<file path="src/rtl/cpu_csr_rmw_pkg.sv">
// Shared CSR types for the CSR read-modify-write unit: address/word types,
// funct3 operation encodings and the sequencer state encoding.
package common;

  typedef logic [11:0] csr_t;
  typedef logic [31:0] word_t;

  typedef enum logic [2:0] {
    CSR_RW  = 3'b001,
    CSR_RS  = 3'b010,
    CSR_RC  = 3'b011,
    CSR_RWI = 3'b101,
    CSR_RSI = 3'b110,
    CSR_RCI = 3'b111
  } csr_op_t;

  typedef enum logic [1:0] {
    ST_IDLE  = 2'd0,
    ST_READ  = 2'd1,
    ST_WRITE = 2'd2,
    ST_RESP  = 2'd3
  } rmw_state_t;

  // funct3 low bits of 00 (000 / 100) are not CSR instructions
  function automatic logic csr_op_legal(input logic [2:0] op);
    return op[1:0] != 2'b00;
  endfunction

  // RW and RWI both have low bits 01
  function automatic logic csr_op_is_write(input logic [2:0] op);
    return op[1:0] == 2'b01;
  endfunction

endpackage

</file>
<file path="src/rtl/cpu_csr_rmw_if.sv">
// Bus bundle for the CSR RMW unit: request from execute, CSR file read/write
// port and response back to the pipeline. slave = the unit, master = its environment.
interface cpu_csr_rmw_if;
  import common::*;

  logic       req_valid_i;
  logic       req_ready_o;
  logic [2:0] req_op_i;
  csr_t       req_addr_i;
  word_t      req_rs1_data_i;
  logic [4:0] req_rs1_idx_i;
  logic [4:0] req_rd_idx_i;

  csr_t       csr_read_addr_o;
  logic       csr_read_enable_o;
  word_t      csr_read_data_i;

  csr_t       csr_write_addr_o;
  word_t      csr_write_data_o;
  logic       csr_write_enable_o;

  logic       rsp_valid_o;
  logic       rsp_ready_i;
  word_t      rsp_data_o;
  logic       rsp_illegal_o;

  modport slave (
    input  req_valid_i, req_op_i, req_addr_i, req_rs1_data_i, req_rs1_idx_i, req_rd_idx_i,
    input  csr_read_data_i, rsp_ready_i,
    output req_ready_o, csr_read_addr_o, csr_read_enable_o,
    output csr_write_addr_o, csr_write_data_o, csr_write_enable_o,
    output rsp_valid_o, rsp_data_o, rsp_illegal_o
  );

  modport master (
    output req_valid_i, req_op_i, req_addr_i, req_rs1_data_i, req_rs1_idx_i, req_rd_idx_i,
    output csr_read_data_i, rsp_ready_i,
    input  req_ready_o, csr_read_addr_o, csr_read_enable_o,
    input  csr_write_addr_o, csr_write_data_o, csr_write_enable_o,
    input  rsp_valid_o, rsp_data_o, rsp_illegal_o
  );

endinterface

</file>
<file path="src/rtl/cpu_csr_rmw.sv">
// CSR read-modify-write sequencer: one CSR instruction per 4+ cycles.
// Optional macro CSR_RO_WRITE_TRAP_EN traps writes to read-only CSRs (addr[11:10]=11).
//
// state | meaning
// IDLE  | ready for a new CSR instruction
// READ  | CSR read strobe issued (unless suppressed for RW/RWI with rd=0)
// WRITE | read data captured, new value computed and written (unless suppressed)
// RESP  | old value / illegal flag held until the pipeline takes it
module cpu_csr_rmw
  import common::*;
(
  input logic          clk_i,
  input logic          reset_ni,
  cpu_csr_rmw_if.slave bus
);

  rmw_state_t state_q, state_d;

  logic [2:0] op_q;
  csr_t       addr_q;
  word_t      operand_q;
  logic [4:0] rs1_idx_q;
  logic [4:0] rd_idx_q;
  word_t      old_q;
  logic       illegal_q;

  logic  legal;
  logic  rd_en;
  logic  wr_intent;
  logic  trap;
  logic  wr_en;
  word_t old_d;
  word_t new_d;

  always_ff @(posedge clk_i or negedge reset_ni) begin
    if (!reset_ni) state_q <= ST_IDLE;
    else           state_q <= state_d;
  end

  always_comb begin
    state_d = state_q;
    unique case (state_q)
      ST_IDLE:  if (bus.req_valid_i) state_d = ST_READ;
      ST_READ:  state_d = ST_WRITE;
      ST_WRITE: state_d = ST_RESP;
      ST_RESP:  if (bus.rsp_ready_i) state_d = ST_IDLE;
      default:  state_d = ST_IDLE;
    endcase
  end

  // Decode from the registered instruction; stable from READ through RESP.
  always_comb begin
    legal     = csr_op_legal(op_q);
    rd_en     = legal && !(csr_op_is_write(op_q) && (rd_idx_q == 5'd0));
    wr_intent = legal && (csr_op_is_write(op_q) || (rs1_idx_q != 5'd0));
`ifdef CSR_RO_WRITE_TRAP_EN
    trap      = wr_intent && (addr_q[11:10] == 2'b11);
`else
    trap      = 1'b0;
`endif
    wr_en     = wr_intent && !trap;
    old_d     = rd_en ? bus.csr_read_data_i : '0;
  end

  always_comb begin
    new_d = old_d & ~operand_q;
    case (op_q)
      CSR_RW, CSR_RWI: new_d = operand_q;
      CSR_RS, CSR_RSI: new_d = old_d | operand_q;
      default:         new_d = old_d & ~operand_q;
    endcase
  end

  always_ff @(posedge clk_i or negedge reset_ni) begin
    if (!reset_ni) begin
      op_q      <= '0;
      addr_q    <= '0;
      operand_q <= '0;
      rs1_idx_q <= '0;
      rd_idx_q  <= '0;
      old_q     <= '0;
      illegal_q <= 1'b0;
    end else begin
      if (state_q == ST_IDLE && bus.req_valid_i) begin
        op_q      <= bus.req_op_i;
        addr_q    <= bus.req_addr_i;
        operand_q <= bus.req_op_i[2] ? {27'd0, bus.req_rs1_idx_i} : bus.req_rs1_data_i;
        rs1_idx_q <= bus.req_rs1_idx_i;
        rd_idx_q  <= bus.req_rd_idx_i;
      end
      if (state_q == ST_WRITE) begin
        old_q     <= old_d;
        illegal_q <= !legal || trap;
      end
    end
  end

  always_comb begin
    bus.req_ready_o        = 1'b0;
    bus.csr_read_addr_o    = '0;
    bus.csr_read_enable_o  = 1'b0;
    bus.csr_write_addr_o   = '0;
    bus.csr_write_data_o   = '0;
    bus.csr_write_enable_o = 1'b0;
    bus.rsp_valid_o        = 1'b0;
    bus.rsp_data_o         = '0;
    bus.rsp_illegal_o      = 1'b0;
    unique case (state_q)
      ST_IDLE: bus.req_ready_o = 1'b1;
      ST_READ: begin
        bus.csr_read_addr_o   = addr_q;
        bus.csr_read_enable_o = rd_en;
      end
      ST_WRITE: begin
        bus.csr_write_addr_o   = addr_q;
        bus.csr_write_data_o   = new_d;
        bus.csr_write_enable_o = wr_en;
      end
      ST_RESP: begin
        bus.rsp_valid_o   = 1'b1;
        bus.rsp_data_o    = old_q;
        bus.rsp_illegal_o = illegal_q;
      end
      default: ;
    endcase
  end

endmodule

</file>
<file path="src/flat_wrapper.sv">
// flat-port wrapper written by rule: the top's interface ports become plain ports
module cpu_csr_rmw_flat import common::*;
  (clk_i, reset_ni, bus_req_valid_i, bus_req_op_i, bus_req_addr_i, bus_req_rs1_data_i, bus_req_rs1_idx_i, bus_req_rd_idx_i, bus_csr_read_data_i, bus_rsp_ready_i, bus_req_ready_o, bus_csr_read_addr_o, bus_csr_read_enable_o, bus_csr_write_addr_o, bus_csr_write_data_o, bus_csr_write_enable_o, bus_rsp_valid_o, bus_rsp_data_o, bus_rsp_illegal_o);
  cpu_csr_rmw_if bus_i ();
  input logic clk_i;
  input logic reset_ni;
  input wire logic [$bits(bus_i.req_valid_i)-1:0] bus_req_valid_i;
  input wire logic [$bits(bus_i.req_op_i)-1:0] bus_req_op_i;
  input wire logic [$bits(bus_i.req_addr_i)-1:0] bus_req_addr_i;
  input wire logic [$bits(bus_i.req_rs1_data_i)-1:0] bus_req_rs1_data_i;
  input wire logic [$bits(bus_i.req_rs1_idx_i)-1:0] bus_req_rs1_idx_i;
  input wire logic [$bits(bus_i.req_rd_idx_i)-1:0] bus_req_rd_idx_i;
  input wire logic [$bits(bus_i.csr_read_data_i)-1:0] bus_csr_read_data_i;
  input wire logic [$bits(bus_i.rsp_ready_i)-1:0] bus_rsp_ready_i;
  output wire logic [$bits(bus_i.req_ready_o)-1:0] bus_req_ready_o;
  output wire logic [$bits(bus_i.csr_read_addr_o)-1:0] bus_csr_read_addr_o;
  output wire logic [$bits(bus_i.csr_read_enable_o)-1:0] bus_csr_read_enable_o;
  output wire logic [$bits(bus_i.csr_write_addr_o)-1:0] bus_csr_write_addr_o;
  output wire logic [$bits(bus_i.csr_write_data_o)-1:0] bus_csr_write_data_o;
  output wire logic [$bits(bus_i.csr_write_enable_o)-1:0] bus_csr_write_enable_o;
  output wire logic [$bits(bus_i.rsp_valid_o)-1:0] bus_rsp_valid_o;
  output wire logic [$bits(bus_i.rsp_data_o)-1:0] bus_rsp_data_o;
  output wire logic [$bits(bus_i.rsp_illegal_o)-1:0] bus_rsp_illegal_o;
  assign bus_i.req_valid_i = bus_req_valid_i;
  assign bus_i.req_op_i = bus_req_op_i;
  assign bus_i.req_addr_i = bus_req_addr_i;
  assign bus_i.req_rs1_data_i = bus_req_rs1_data_i;
  assign bus_i.req_rs1_idx_i = bus_req_rs1_idx_i;
  assign bus_i.req_rd_idx_i = bus_req_rd_idx_i;
  assign bus_i.csr_read_data_i = bus_csr_read_data_i;
  assign bus_i.rsp_ready_i = bus_rsp_ready_i;
  assign bus_req_ready_o = bus_i.req_ready_o;
  assign bus_csr_read_addr_o = bus_i.csr_read_addr_o;
  assign bus_csr_read_enable_o = bus_i.csr_read_enable_o;
  assign bus_csr_write_addr_o = bus_i.csr_write_addr_o;
  assign bus_csr_write_data_o = bus_i.csr_write_data_o;
  assign bus_csr_write_enable_o = bus_i.csr_write_enable_o;
  assign bus_rsp_valid_o = bus_i.rsp_valid_o;
  assign bus_rsp_data_o = bus_i.rsp_data_o;
  assign bus_rsp_illegal_o = bus_i.rsp_illegal_o;
  cpu_csr_rmw u_core (.clk_i(clk_i), .reset_ni(reset_ni), .bus(bus_i));
endmodule
</file>
<file path="config.mk">
export PLATFORM = sky130hd
export DESIGN_NAME = cpu_csr_rmw_flat
export DESIGN_NICKNAME = d
export VERILOG_FILES = /design/src/rtl/cpu_csr_rmw_pkg.sv /design/src/rtl/cpu_csr_rmw_if.sv /design/src/rtl/cpu_csr_rmw.sv /design/src/flat_wrapper.sv
export SDC_FILE = /design/constraint.sdc
export NUM_CORES = 1
export LEC_CHECK = 0
export ABC_AREA = 1
export CAP_MARGIN = 0
export CORE_ASPECT_RATIO = 1.4
export CORE_MARGIN = 2
export CORE_UTILIZATION = 45
export CTS_CLUSTER_DIAMETER = 40
export CTS_CLUSTER_SIZE = 12
export DETAILED_ROUTE_END_ITERATION = 10
export HOLD_SLACK_MARGIN = 0.08
export PLACE_DENSITY = 0.79
export SYNTH_ARGS = -nofsm -noshare
export SYNTH_HDL_FRONTEND = slang
export SYNTH_SLANG_ARGS = --single-unit
</file>
<file path="constraint.sdc">
create_clock -name clk_i -period 4.7 [get_ports clk_i]
set_clock_uncertainty 0.1 [all_clocks]
set_input_delay 0.47 -clock clk_i [delete_from_list [all_inputs] [get_ports clk_i]]
set_output_delay 0.47 -clock clk_i [all_outputs]
set_load 0.02 [all_outputs]
</file>
Word level (Yosys, flattened, before mapping):

Cells that the tools add are included.

* flip-flop bits (word level): 92
* bits of input ports: 93
* output and inout port bits: 93

* eq/ne operators: 10
* mux-type cells: 15
* bitwise logic cells: 3
* reduce and logical (&&, ||, !) cells: 14

Operators by type and width (number)
* 32-bit 2-to-1 mux: 4
* 32-bit case mux with 2 select lines: 1
* 32-bit AND: 1
* 32-bit inverter: 1
* 32-bit OR: 1
* 12-bit 2-to-1 mux: 2
* 2-bit case mux with 4 select lines: 1
* 3-bit == test, second input constant: 2
* 5-bit logical NOT: 1
* 1-bit 2-to-1 mux: 5
* 5-bit nonzero test: 1
* 2-bit by 1-bit == test with 1-bit output, second input constant: 2
* 2-bit == test, second input constant: 2
* 1-bit logical AND: 4
* 2-bit 2-to-1 mux: 2
* 2-bit inequality test, second input constant: 2
* 2-bit OR reduction: 2
* 3-bit by 1-bit == test with 1-bit output, second input constant: 1
* 3-bit by 2-bit == test with 1-bit output, second input constant: 1
* 1-bit logical NOT: 2
* 2-bit logical NOT: 1
* 2-bit AND reduction: 1
* 2-bit nonzero test: 1
* 1-bit logical OR: 1

Depth between registers and ports, before layout:

Gate-level depths: netlist of run 1.

* depth in word-level cells: 8
* depth in mapped cells: 10

Least setup slack after synthesis of run 1:

No wires, ideal clock.

* path type: register to output
* start: reg u_core.op_q[0]
* end: out bus_csr_write_data_o[10]
* arrival time: 1.554 ns
* required time: 4.130 ns
* slack: 2.576 ns
* cell stages (with the launch flop): 11
* buffers on the path: 3
* cells stage by stage: dfrtp_1 -> inv_1 -> ha_1 -> clkbuf_2 -> or2_1 -> buf_6 -> buf_12 -> a21oi_2 -> nand2_1 -> nand2_1 -> nor2_1

* cells in the longest elaborated chain, start to end: 8
* elaborated cells on any way between the ends: 16

Ends and longest elaborated chain
* start: declaration: RTL line cpu_csr_rmw.sv:19 `logic [2:0] op_q;`
* start signal: assignment: RTL line cpu_csr_rmw.sv:85 `op_q <= bus.req_op_i;`
* 2-bit by 1-bit == test with 1-bit output: RTL line cpu_csr_rmw_pkg.sv:31 `return op[1:0] == 2'b01;`
* 1-bit logical AND: RTL line cpu_csr_rmw.sv:54 `rd_en = legal && !(csr_op_is_write(op_q) && (rd_idx_q == 5'd0));`
* 1-bit logical NOT: RTL line cpu_csr_rmw.sv:54
* 1-bit logical AND: RTL line cpu_csr_rmw.sv:54
* 32-bit 2-to-1 mux: RTL line cpu_csr_rmw.sv:62 `old_d = rd_en ? bus.csr_read_data_i : '0;`
* 32-bit AND or 32-bit OR (tied branches)
* 32-bit case mux with 2 select lines *: RTL line cpu_csr_rmw.sv:67 `case (op_q)`
* 32-bit 2-to-1 mux *: RTL line cpu_csr_rmw.sv:108 `unique case (state_q)`
* end: declaration: RTL line flat_wrapper.sv:19 `output wire logic [$bits(bus_i.csr_write_data_o)-1:0] bus_csr_write_data_o;`

Mark *: on every way between the ends. The rest lies on a longest branch, timed or not.

Worst setup path in the final report of run 1:

* start: reg u_core.op_q[1]
* end: out bus_csr_write_data_o[15]

The elaborated chain is that of the path after synthesis.

==> results of run 1 <==
-- how the worst min path moves through the flow --
| stage | startpoint | to | slack, ns | cells past startpoint |
|---|---|---|---|---|
| 2_1_floorplan | reset_ni | u_core.addr_q[0] | 0.07 | 0 |
| 3_3_place_gp | reset_ni | u_core.rd_idx_q[1] | 0.36 | 1 |
| 3_5_place_dp | reset_ni | u_core.rd_idx_q[1] | 0.37 | 1 |
| 4_1_cts | u_core.rd_idx_q[2] | u_core.rd_idx_q[2] | 0.38 | 2 |
| 5_1_grt | u_core.rd_idx_q[2] | u_core.rd_idx_q[2] | 0.40 | 2 |
| 6_report | u_core.rd_idx_q[2] | u_core.rd_idx_q[2] | 0.38 | 2 |
-- power breakdown --
| group | leakage (nW) | internal [W] | switching, W |
|---|---|---|---|
| combinational | 2.52 | 0.00138 | 0.00217 |
| sequential | 1.16 | 0.00114 | 0.000230 |
| clock | 0.141 | 0.000397 | 0.000280 |
-- logic make-up (layout without fill, tap and decap cells) --
logic type               after synthesis  in the layout
AO/OA/AOI/OAI                        109            109
adder cells (fa/ha/maj)                8              8
buffers and inverters                165            314
flip-flops                            91             91
AND/OR/NAND/NOR                      425            425
-- cell usage after synthesis, types with 2 or more instances --
library cell / n / area, sq um
buf_12: 3 / 60.1
o22ai_1: 6 / 37.5
dfrtp_1: 91 / 2280
nand3_1: 60 / 300
a21oi_2: 30 / 263
inv_1: 95 / 357
buf_4: 2 / 15.0
ha_1: 8 / 100
nor2_1: 42 / 158
nand4_1: 64 / 400
nand2_1: 255 / 957
buf_1: 3 / 11.3
buf_2: 18 / 90.1
a21oi_1: 5 / 25.0
o21ai_1: 68 / 340
clkbuf_1: 36 / 135
inv_2: 6 / 22.5
-- state kept, by name, indices dropped and copies added, names as in the netlist --
signal            flops
u_core.state_q        2
u_core.illegal_q      1
u_core.operand_q     32
u_core.rd_idx_q       5
u_core.op_q           2
u_core.addr_q        12
u_core.old_q         32
u_core.rs1_idx_q      5
-- layer usage --
layer | track usage, % | up-vias | share of wire, % | wire, um
met4 | 11.6 | 0 | 3.4 | 536
met5 | 0 | - | 0 | 0
met3 | 3.86 | 37 | 6.6 | 1030
met2 | 40.6 | 231 | 50 | 7880
li1 | - | 2850 | - | -
met1 | 29.4 | 2583 | 40 | 6220
-- timing repair --
item                                    CTS  global route
hold buffers                              1             0
endpoints found under the hold margin    37             0
endpoints found under the setup margin    0             0
-- cell type report --
| cell class | instances | area [sq um] |
|---|---|---|
| Clock buffer | 13 | 270 |
| Clock inverter | 2 | 10.0 |
| Fill cell | 1120 | 4550 |
| Inverter | 101 | 379 |
| Multi-Input combinational cell | 542 | 2620 |
| Sequential cell | 91 | 2280 |
| Tap cell | 150 | 188 |
| Timing Repair Buffer | 198 | 1960 |
-- critical path: cells and delay by family, from the launching register on --
family | cells | cell delay [ns]
buffers and inverters | 4 | 1.38
and+or+nand+nor | 6 | 0.76
DFF | 1 | 0.37
adders and majority gates | 1 | 0.19
-- stage by stage --
stage / instance area (sq um) / util, % / instances
after floorplan: 5590 / - / 798
after global placement: 7410 / 60.5 / 1081
after detailed placement: 7410 / 60.5 / 1081
after CTS: 7700 / 62.9 / 1097
after global routing: 7700 / 62.9 / 1097
final: 7700 / 62.9 / 1097
==> flow_metrics.py, run 1 <==
metrics = {
    "cts": {
        "cts_setup_buffers": 0,
        "numCtsBuffers": 9,
        "cts_htree_levels": 3,
        "ctsResizeCount": 0,
        "clkTransAtPathRegs_ns": 0.06,
        "clockBufferDepth": 2,
        "root_buffer": "clkbuf_16",
        "cts.sinks": 91,
        "clk-insertion-delay-late_ns": 0.34,
        "cts_tree": "built",
    },
    "synthesis": {
        "synth_warnings": 0,
        "synth_fa_ha_area_share_pct": 1.79,
        "synth-compound-area-share_pct": 11.9,
        "syn_area_sq_um": 5590,
        "synth-seq-cells": 91,
        "synth_edf_count": 0,
        "synthDistinctLibCells": 23,
        "synth.avg_cell_area_sq_um": 7.00,
        "seq_area_frac_synth_pct": 40.7,
        "synth_xor_area_share_pct": 0,
        "synthArstFlopShare_pct": 100,
        "synth.mux.area_fraction_pct": 0,
        "syn-num-nets": 899,
        "yosys.area_share.simple_pct": 32.9,
        "ys.flop_type": "dfrtp_1",
        "synth_cells": 798,
        "synth_top_family_by_area": "simple AND/OR/NAND/NOR gates",
    },
    "timing": {
        "setup-tns-final_ns": 0,
        "hold_slack_ns": 0.376,
        "finalSetupViolCount": 0,
        "hold_viol_final": 0,
        "worst_pin_slew_ns": 1.15,
        "rsz0062_at_grt": "no",
        "period_share_pct": 77.6,
        "timing.final.ws_setup_ns": 1.05,
        "maxSlewHeadroom_pct": 23.4,
        "slew_viol_final": 0,
        "fmax_mhz": 274,
        "fin_crit_ns": 3.65,
    },
    "critical_path": {
        "crit_path_start_kind": "flop",
        "r2r_cells": 8,
        "crit_fanout": 68,
        "critPathCaptureType": "output pin",
        "worstSetupEndpoint": "bus_csr_write_data_o[15]",
        "crit_required_ns": 4.13,
        "rrSetupSlack_ns": 2.16,
        "worstReg2RegEnd": "u_core.operand_q[21]",
        "cp_slowest_cell": "clkdlybuf4s50_1",
        "path_cells": "inv_1, ha_1, inv_1, nor2_1, nand3_4, buf_4, nand4_1, nand2_1, nand2_1, nor2_1, clkdlybuf4s50_1",
        "crit_type": "flop to output pin",
        "cp-startpoint": "u_core.op_q[1]",
        "slowest_delay_ns": 0.64,
        "cp.arrival_ns": 3.08,
        "reg2reg_from": "u_core.state_q[0]",
    },
    "global_route": {
        "grt_pass1_wl_um": 25700,
        "grt_usage_pct": 23.8,
        "grt_antenna_before_repair": 0,
        "grt_max_degree": 71,
        "overflow": 0,
        "grt_pass1_vias": 5348,
    },
    "place": {
        "dp_slack_ns": 1.47,
        "gp_congestion": 0.867,
        "hpwl_um": 11200,
        "io_buffers": 185,
    },
    "floorplanning": {
        "start_util_pct": 45.6,
        "rows": 48,
        "die_x_um": 98.2,
        "dieArea_sq_um": 13300,
        "fp.coreArea_sq_um": 12300,
        "die_h_um": 136,
        "io_pins": 186,
    },
    "outcome": {
        "status": "completed",
    },
    "final_layout": {
        "area_delta_synth_final_pct": 37.8,
        "final_common_cell": "nand2_1",
        "antenna_cells": 0,
        "drive_gt1_share_pct": 6.86,
        "final_cell_mix": "255 x nand2_1, 184 x clkdlybuf4s50_1, 95 x inv_1, 91 x dfrtp_1, 68 x o21ai_1",
        "final_nets": 1044,
    },
    "routing": {
        "drt_iter0_markers": 415,
        "viasPerCell": 5.20,
        "vias": 5701,
        "drc": 0,
        "routedWlPerCell_um": 14.3,
        "finalWirelength_um": 15700,
        "dr.pass1.iters": 5,
        "postRouteAntennaNets": 0,
    },
    "run": {
        "cap_viol_max_count": 0,
    },
    "min_path": {
        "hold_path_class": "flop to flop",
    },
    "pwr": {
        "peakVddDrop_uv": 376,
        "p_total_w": 0.00560,
        "power_density_nw_per_um2": 727,
        "leakage_nw": 3.82,
    },
}
No activity file was read; power rests on OpenSTA's default activity.
==> inputs of run 2 (changes only) <==
Clock period 4.7 ns to 3.8 ns, I/O delays scaled along.
==> flow_metrics.py, run 2 (synthesis results as in run 1) <==
metrics = {
    "critical_path": {
        "r2r_cells": 8,
        "slowest_delay_ns": 0.64,
        "cp_slowest_cell": "clkdlybuf4s50_1",
        "critPathCaptureType": "output pin",
        "crit_path_start_kind": "flop",
        "reg2reg_from": "u_core.state_q[1]",
        "worstReg2RegEnd": "u_core.operand_q[1]",
        "cp.arrival_ns": 2.86,
        "path_common_cell": "nand2_1",
        "crit_required_ns": 3.32,
        "crit_fanout": 32,
        "crit_type": "flop to output pin",
        "rrSetupSlack_ns": 1.48,
        "path_cells": "inv_1, ha_1, inv_2, buf_4, nand4_1, nand2_1, nand2_1, nor2_1, clkdlybuf4s50_1",
    },
    "cts": {
        "clk-insertion-delay-late_ns": 0.34,
        "cts_tree": "built",
        "cts_hold_buffers": 0,
        "ctsResizeCount": 0,
        "cts_htree_levels": 3,
        "root_buffer": "clkbuf_16",
        "cts_setup_buffers": 0,
        "numCtsBuffers": 9,
        "cts.sinks": 91,
        "clockBufferDepth": 2,
        "clkTransAtPathRegs_ns": 0.07,
    },
    "place": {
        "gp_congestion": 0.898,
        "dp.cells": 1084,
        "io_buffers": 185,
        "hpwl_um": 10900,
    },
    "routing": {
        "dr.pass1.iters": 5,
        "drc": 0,
        "postRouteAntennaNets": 0,
        "drt_iter0_markers": 336,
        "viasPerCell": 5.15,
        "vias": 5667,
        "finalWirelength_um": 15700,
        "routedWlPerCell_um": 14.3,
    },
    "floorplanning": {
        "fp.coreArea_sq_um": 12300,
        "dieArea_sq_um": 13300,
        "start_util_pct": 45.6,
        "die_h_um": 136,
        "io_pins": 186,
        "rows": 48,
        "die_x_um": 98.2,
    },
    "timing": {
        "fin_crit_ns": 3.34,
        "worst_pin_slew_ns": 0.989,
        "fmax_mhz": 299,
        "period_share_pct": 87.9,
        "hold_viol_final": 0,
        "maxSlewHeadroom_pct": 34.1,
        "slew_viol_final": 0,
        "finalSetupViolCount": 0,
        "setup-tns-final_ns": 0,
        "rsz0062_at_grt": "no",
    },
    "pwr": {
        "leakage_nw": 3.88,
        "p_total_w": 0.00718,
        "power_density_nw_per_um2": 917,
        "peakVddDrop_uv": 487,
    },
    "global_route": {
        "grt_antenna_before_repair": 0,
        "grt_max_degree": 99,
        "overflow": 0,
        "grt_pass1_vias": 5082,
        "grt_usage_pct": 23.5,
        "grt_pass1_wl_um": 25300,
    },
    "final_layout": {
        "num-fill-cells": 1089,
        "antenna_cells": 0,
        "final_common_cell": "nand2_1",
        "finalNonFillerCells": 1100,
        "final_nets": 1046,
        "final_cell_mix": "255 x nand2_1, 184 x clkdlybuf4s50_1, 95 x inv_1, 91 x dfrtp_1, 68 x o21ai_1",
        "reg_top3": "u_core.old_q x32, u_core.operand_q x32, u_core.addr_q x12",
        "area_delta_synth_final_pct": 40.2,
        "drive_gt1_share_pct": 7.37,
    },
    "outcome": {
        "status": "completed",
    },
    "min_path": {
        "hold_path_class": "input pin to async pin",
    },
    "run": {
        "cap_viol_max_count": 0,
    },
}
-- run 2: cell count changes in the layout (fill, tap and decap cells not counted), sizes merged --
cell / change
clkinvlp: +1
bufinv: +3
clkinv: -1
clkbuf: -3
buf: +3
inv: +1
dlygate4sd3: -1
-- run 2: worst max-delay path: cells and delay by family (launching register included) --
family / cells / cell delay [ns]
buffers and inverters: 4 / 1.50
DFF: 1 / 0.41
and+or+nand+nor: 4 / 0.41
adders and majority gates: 1 / 0.21
-- run 2: worst max path at each step --
stage | start | end | slack, ns
floorplan | u_core.op_q[0] | bus_csr_write_data_o[10] | 1.77
global placement | u_core.op_q[0] | bus_csr_write_data_o[3] | 0.88
detailed placement | u_core.op_q[1] | bus_csr_write_data_o[3] | 0.83
CTS | u_core.op_q[0] | bus_csr_write_data_o[3] | 0.46
global route | u_core.op_q[0] | bus_csr_write_data_o[3] | 0.21
finish | u_core.op_q[0] | bus_csr_write_data_o[3] | 0.46
-- run 2: stage by stage --
step / util [%] / instance area, sq um / hold WS (ns) / setup slack, ns
2_1_floorplan: - / 5590 / -0.0156 / 1.77
3_3_place_gp: 61.1 / 7490 / 0.365 / 0.876
3_5_place_dp: 61.1 / 7490 / 0.365 / 0.833
4_1_cts: 64.0 / 7840 / 0.128 / 0.459
5_1_grt: 64.0 / 7840 / 0.186 / 0.212
6_report: 64.0 / 7840 / 0.0929 / 0.460
-- run 2: metal layers --
| layer | share of wire [%] | routed length [um] | global-route usage [%] |
|---|---|---|---|
| met5 | 0 | 0 | 0 |
| met4 | 3.4 | 540 | 10.3 |
| met3 | 6.4 | 999 | 4.88 |
| met2 | 49 | 7640 | 39.1 |
| met1 | 42 | 6540 | 29.7 |
-- run 2: layout make-up --
| cell class | count | area [sq um] | area share [%] |
|---|---|---|---|
| timing repair buffer | 200 | 2020 | 25.8 |
| tap | 150 | 188 | 2.40 |
| clock buffer | 10 | 239 | 3.05 |
| multi-input combinational | 542 | 2620 | 33.4 |
| sequential | 91 | 2280 | 29.1 |
| inverter | 101 | 379 | 4.84 |
| clock inverter | 6 | 111 | 1.42 |
-- run 2: report_power, final --
group / switching, W / internal (W) / leakage [nW]
registers: 0.000280 / 0.00140 / 1.16
logic: 0.00267 / 0.00178 / 2.55
clock network: 0.000380 / 0.000662 / 0.169
==> inputs of run 3 (changes only) <==
Settings changed: HOLD_SLACK_MARGIN 0.08 to 0.06.
==> results of run 3 <==
The final DEF is identical to that of run 2; final timing and power are the same.
